--- src/rtl/serial_mag_comp_ctrl.sv ---
// Bit-serial unsigned magnitude comparator controller: walks A/B MSB-first through one
// external 1-bit G/E/L slice and stops at the first unequal bit.
module serial_mag_comp_ctrl #(
    parameter int WIDTH = 8
) (
    input  logic             clk,
    input  logic             rst,
    input  logic             start,
    input  logic [WIDTH-1:0] a,
    input  logic [WIDTH-1:0] b,
    output logic             cmp_a,
    output logic             cmp_b,
    input  logic             cmp_g,
    input  logic             cmp_e,
    input  logic             cmp_l,
    output logic             busy,
    output logic             done,
    output logic             gt,
    output logic             eq,
    output logic             lt,
    output logic             err
);
    localparam int IW = (WIDTH > 1) ? $clog2(WIDTH) : 1;

    typedef enum logic [1:0] {IDLE, RUN, DONE} state_e;

    state_e           state_q;
    logic [WIDTH-1:0] a_q, b_q;
    logic [IW-1:0]    idx_q;
    logic             busy_q, done_q, gt_q, eq_q, lt_q, err_q;
    logic             slice_ok;

    assign slice_ok = ({cmp_g, cmp_e, cmp_l} == 3'b100) ||
                      ({cmp_g, cmp_e, cmp_l} == 3'b010) ||
                      ({cmp_g, cmp_e, cmp_l} == 3'b001);

    // Slice inputs come straight from registers and are forced low outside RUN.
    assign cmp_a = busy_q & a_q[idx_q];
    assign cmp_b = busy_q & b_q[idx_q];

    assign busy = busy_q;
    assign done = done_q;
    assign gt   = gt_q;
    assign eq   = eq_q;
    assign lt   = lt_q;
    assign err  = err_q;

    always_ff @(posedge clk or posedge rst) begin
        if (rst) begin
            state_q <= IDLE;
            a_q     <= '0;
            b_q     <= '0;
            idx_q   <= '0;
            busy_q  <= 1'b0;
            done_q  <= 1'b0;
            gt_q    <= 1'b0;
            eq_q    <= 1'b0;
            lt_q    <= 1'b0;
            err_q   <= 1'b0;
        end else begin
            case (state_q)
                IDLE, DONE: begin
                    done_q <= 1'b0;
                    if (start) begin
                        a_q     <= a;
                        b_q     <= b;
                        idx_q   <= IW'(WIDTH - 1);
                        gt_q    <= 1'b0;
                        eq_q    <= 1'b0;
                        lt_q    <= 1'b0;
                        err_q   <= 1'b0;
                        busy_q  <= 1'b1;
                        state_q <= RUN;
                    end else begin
                        state_q <= IDLE;
                    end
                end
                RUN: begin
                    if (!slice_ok || cmp_g || cmp_l || idx_q == '0) begin
                        err_q   <= !slice_ok;
                        gt_q    <= slice_ok & cmp_g;
                        lt_q    <= slice_ok & cmp_l;
                        eq_q    <= slice_ok & cmp_e;
                        busy_q  <= 1'b0;
                        done_q  <= 1'b1;
                        state_q <= DONE;
                    end else begin
                        idx_q <= idx_q - 1'b1;
                    end
                end
                default: begin
                    busy_q  <= 1'b0;
                    done_q  <= 1'b0;
                    state_q <= IDLE;
                end
            endcase
        end
    end
endmodule

--- config.mk ---
export PLATFORM = sky130hd
export DESIGN_NAME = serial_mag_comp_ctrl
export DESIGN_NICKNAME = d
export VERILOG_FILES = /design/src/rtl/serial_mag_comp_ctrl.sv
export SDC_FILE = /design/constraint.sdc
export NUM_CORES = 1
export LEC_CHECK = 0
export BUFFER_PORTS_ARGS = -buffer_cell sky130_fd_sc_hd__buf_2
export CAP_MARGIN = 20
export CORE_ASPECT_RATIO = 1.1
export CORE_UTILIZATION = 47
export CTS_CLUSTER_SIZE = 12
export DETAILED_ROUTE_END_ITERATION = 10
export MAX_ROUTING_LAYER = met4
export PLACE_DENSITY_LB_ADDON = 0.12
export SLEW_MARGIN = 20
export SYNTH_ARGS = -nofsm -noshare
export SYNTH_HDL_FRONTEND = slang
export SYNTH_SLANG_ARGS = --single-unit
--- constraint.sdc ---
create_clock -name clk -period 1.19 [get_ports clk]
set_clock_uncertainty 0.05 [all_clocks]
set_input_delay 0.0595 -clock clk [delete_from_list [all_inputs] [get_ports clk]]
set_output_delay 0.0595 -clock clk [all_outputs]
set_load 0.02 [all_outputs]
==> flow_results.xml <==
<?xml version="1.0" encoding="UTF-8"?>
<metrics>
  <group name="status">
    <metric name="run_status" unit="">finished, violations left</metric>
    <metric name="violated_checks" unit="">setup timing</metric>
  </group>
  <group name="clocking">
    <metric name="clock_tree.root_cell" unit="">sky130_fd_sc_hd__clkbuf_4</metric>
    <metric name="clk-insertion-delay-late" unit="ps">310</metric>
    <metric name="cts.htree.levels" unit="">1</metric>
    <metric name="buffer_depth_of_the_longest_clock_path" unit="">2</metric>
    <metric name="cts.sink_count" unit="">26</metric>
    <metric name="number_of_cts_inserted_buffers" unit="">3</metric>
    <metric name="register_clock_pin_slew_on_the_reported_worst_setup_and_hold_paths" unit="ps">140</metric>
    <metric name="clock_tree_from_tritoncts" unit="">done</metric>
  </group>
  <group name="logic_synthesis">
    <metric name="synth_area" unit="mm²">0.00126</metric>
    <metric name="synth_fp_nets" unit="">156</metric>
    <metric name="syn_avg_cell_area" unit="µm²">9.57</metric>
    <metric name="ys_ff_latch" unit="">26</metric>
    <metric name="ys_seq_area_frac" unit="">0.515</metric>
    <metric name="synth_cells" unit="">132</metric>
    <metric name="synth.distinct_cells" unit="">27</metric>
    <metric name="synth_warnings" unit="">0</metric>
  </group>
  <group name="place">
    <metric name="placement.io_buffers" unit="">29</metric>
    <metric name="preCtsSetupSlack" unit="ps">-286</metric>
    <metric name="place.detailed.instances" unit="">198</metric>
    <metric name="placed_cell_area" unit="mm²">0.00156</metric>
    <metric name="place.gp.congestion" unit="">0.728</metric>
    <metric name="hpwl" unit="µm">1940</metric>
  </group>
  <group name="floorplan">
    <metric name="die_width" unit="µm">51.4</metric>
    <metric name="die_height" unit="µm">56.4</metric>
    <metric name="row_count" unit="">19</metric>
    <metric name="core_area" unit="mm²">0.00252</metric>
    <metric name="initial_core_util" unit="">0.501</metric>
    <metric name="ioPinCount" unit="">30</metric>
    <metric name="floorplan.die_area" unit="mm²">0.00290</metric>
  </group>
  <group name="power_and_ir_drop">
    <metric name="power_leakage" unit="nW">0.998</metric>
    <metric name="finalPower" unit="mW">2.13</metric>
    <metric name="powerDensity" unit="mW/mm²">1080</metric>
    <metric name="worst_ir_drop_vdd" unit="µV">850</metric>
  </group>
  <group name="critical_path">
    <metric name="critPathCaptureType" unit="">primary output</metric>
    <metric name="worstPathArrival" unit="ps">1610</metric>
    <metric name="worst_ep_required" unit="ps">1080</metric>
    <metric name="crit_path_start" unit="">idx_q[1]</metric>
    <metric name="crit_type" unit="">reg2out</metric>
    <metric name="timing.rr.start" unit="">idx_q[1]</metric>
    <metric name="crit_end" unit="">cmp_a</metric>
    <metric name="critPathLaunchType" unit="">flop</metric>
    <metric name="critical_path.max_fanout" unit="">5</metric>
    <metric name="endpoint_of_the_worst_register_to_register_path" unit="">err</metric>
    <metric name="worstRegToRegCells" unit="">8</metric>
    <metric name="timing.reg2reg.setup_slack" unit="ps">-410</metric>
  </group>
  <group name="cells_and_area">
    <metric name="area_delta_synth_final" unit="%">55.3</metric>
    <metric name="num_antenna_cells" unit="">0</metric>
    <metric name="layout.area.seq" unit="µm²">654</metric>
    <metric name="final_area" unit="mm²">0.00196</metric>
    <metric name="multi_input_area" unit="µm²">679</metric>
    <metric name="finalNonFillerCells" unit="">231</metric>
    <metric name="most-common-layout-cells" unit="">53 x sky130_fd_sc_hd__nand2_1, 28 x sky130_fd_sc_hd__buf_2, 23 x sky130_fd_sc_hd__dfrtp_1, 20 x sky130_fd_sc_hd__dlygate4sd3_1, 16 x sky130_fd_sc_hd__buf_4</metric>
    <metric name="count_of_fill_cells_added_during_filler_insertion" unit="">180</metric>
    <metric name="mostFrequentLayoutCell" unit="">sky130_fd_sc_hd__nand2_1</metric>
    <metric name="final_net_count" unit="">225</metric>
    <metric name="final_layout_size_suffix_gt1_frac" unit="">0.430</metric>
  </group>
  <group name="timing">
    <metric name="clock.fmax" unit="MHz">583</metric>
    <metric name="min_period_over_period" unit="">1.44</metric>
    <metric name="fin_ws" unit="ps">-525</metric>
    <metric name="grt_setup_unrepaired" unit="">true</metric>
    <metric name="hold_viol_final" unit="">0</metric>
    <metric name="count_of_final_max_slew_check_failures" unit="">0</metric>
    <metric name="fin_crit" unit="ps">1720</metric>
    <metric name="worst_tran_pin_value" unit="ps">450</metric>
    <metric name="setup_tns" unit="ps">-4620</metric>
    <metric name="relSlewSlack" unit="">0.699</metric>
    <metric name="final-setup-viol-count" unit="">12</metric>
  </group>
  <group name="routing">
    <metric name="avgRoutedWirePerCell" unit="µm">14.0</metric>
    <metric name="detailedRoute.firstIterationViolations" unit="">19</metric>
    <metric name="wl" unit="µm">3230</metric>
    <metric name="ant_nets" unit="">0</metric>
    <metric name="routed_via_density" unit="">4.97</metric>
    <metric name="num_vias" unit="">1147</metric>
    <metric name="post-route-drc-count" unit="">0</metric>
    <metric name="drt_first_pass_iters" unit="">5</metric>
  </group>
  <group name="grt">
    <metric name="grt_first_pass_wirelength" unit="µm">5280</metric>
    <metric name="number_of_antenna_violations_at_the_first_check_in_global_routing" unit="">0</metric>
    <metric name="first_global_vias" unit="">1202</metric>
    <metric name="global_route.overflow_total" unit="">0</metric>
    <metric name="grt_max_degree" unit="">27</metric>
    <metric name="globalRouteTotalUtil" unit="">0.249</metric>
  </group>
  <group name="worst_hold_path">
    <metric name="hold_crit_path_type" unit="">in2reg</metric>
  </group>
  <group name="flow_run">
    <metric name="maxCapViolCount" unit="">0</metric>
  </group>
</metrics>
-- per-layer routing --
layer,track usage,part of all wire
met1,0.294,0.41
met2,0.440,0.52
met3,0.0244,0.030
met4,0.0772,0.032
met5,-,0
-- cells by family after synthesis --
kind of cell	share of synthesized area
compound gates	0.0554
xor+xnor	0.00693
fa+ha+maj	0.0198
buf+inv	0.0346
flops	0.515
mux	0.0960
simple gates	0.272
-- final cells by class --
type | instances | area share
multi-input combinational | 96 | 0.346
sequential | 26 | 0.333
timing repair buffer | 70 | 0.273
tap | 31 | 0.0198
clock buffer | 4 | 0.0185
inverter | 4 | 0.00892
-- worst min-delay path by stage --
stage	startpoint	end	slack (ps)	depth (start not counted)
final	cmp_e	lt	30	4
after global routing	cmp_l	gt	20	3
after CTS	cmp_l	gt	20	3
after detailed placement	rst	idx_q[2]	80	3
after global placement	rst	eq	70	3
after floorplan	rst	a_q[0]	50	1
-- where the power goes --
part / total (mW) / internal (mW) / switching [mW] / leakage (nW)
combinational: 0.608 / 0.316 / 0.292 / 0.665
clock: 0.452 / 0.187 / 0.265 / 0.0210
sequential: 1.07 / 0.991 / 0.0769 / 0.312
total: 2.13 / 1.49 / 0.635 / 0.998
-- synth_stat cells (all sizes together) --
| cell | count | area share |
|---|---|---|
| or4b | 1 | 0.011 |
| mux4 | 4 | 0.071 |
| dfrtp | 26 | 0.51 |
| nand2 | 57 | 0.17 |
| clkbuf | 1 | 0.0030 |
| nand2b | 3 | 0.021 |
| nor2 | 8 | 0.024 |
| nor3b | 1 | 0.015 |
| nor2b | 2 | 0.0099 |
| o21ai | 2 | 0.011 |
| mux2 | 1 | 0.0089 |
| nand3 | 2 | 0.012 |
| o22ai | 1 | 0.0050 |
| a21oi | 4 | 0.019 |
| nand3b | 1 | 0.0059 |
| and2 | 1 | 0.0050 |
| buf | 5 | 0.020 |
| inv | 4 | 0.012 |
| ha | 2 | 0.020 |
| o32ai | 1 | 0.0069 |
| a2bb2oi | 2 | 0.014 |
| mux2i | 2 | 0.016 |
| xor2 | 1 | 0.0069 |
-- critical path, stage by stage (launching register included) --
cell and delay, ps:
sky130_fd_sc_hd__dfrtp_2 460, sky130_fd_sc_hd__mux4_2 530, sky130_fd_sc_hd__nand2_2 90, sky130_fd_sc_hd__a21oi_2 50, sky130_fd_sc_hd__buf_4 160
-- sequential cells by signal, indices dropped and copies added, names as in the netlist --
signal,count
a_q,8
state_q,2
err,1
busy,1
idx_q,3
b_q,8
eq,1
gt,1
lt,1
-- stage by stage --
step                      utilization  hold slack, ps
after global routing            0.779            18.4
after global placement          0.620            74.0
final                           0.779            30.8
after detailed placement        0.620            76.5
after CTS                       0.737            18.2
after floorplan                     -            49.4
-- timing repair --
action | 4_1_cts | 5_1_grt
endpoints found under the hold margin | 45 | 0
gates resized for setup | 10 | 13
cloned | 0 | 1
pin swaps | 8 | 7
buffers inserted | 2 | 6
hold buffers | 20 | 0
endpoints found under the setup margin | 12 | 27
(Power assumes the default switching activity.)
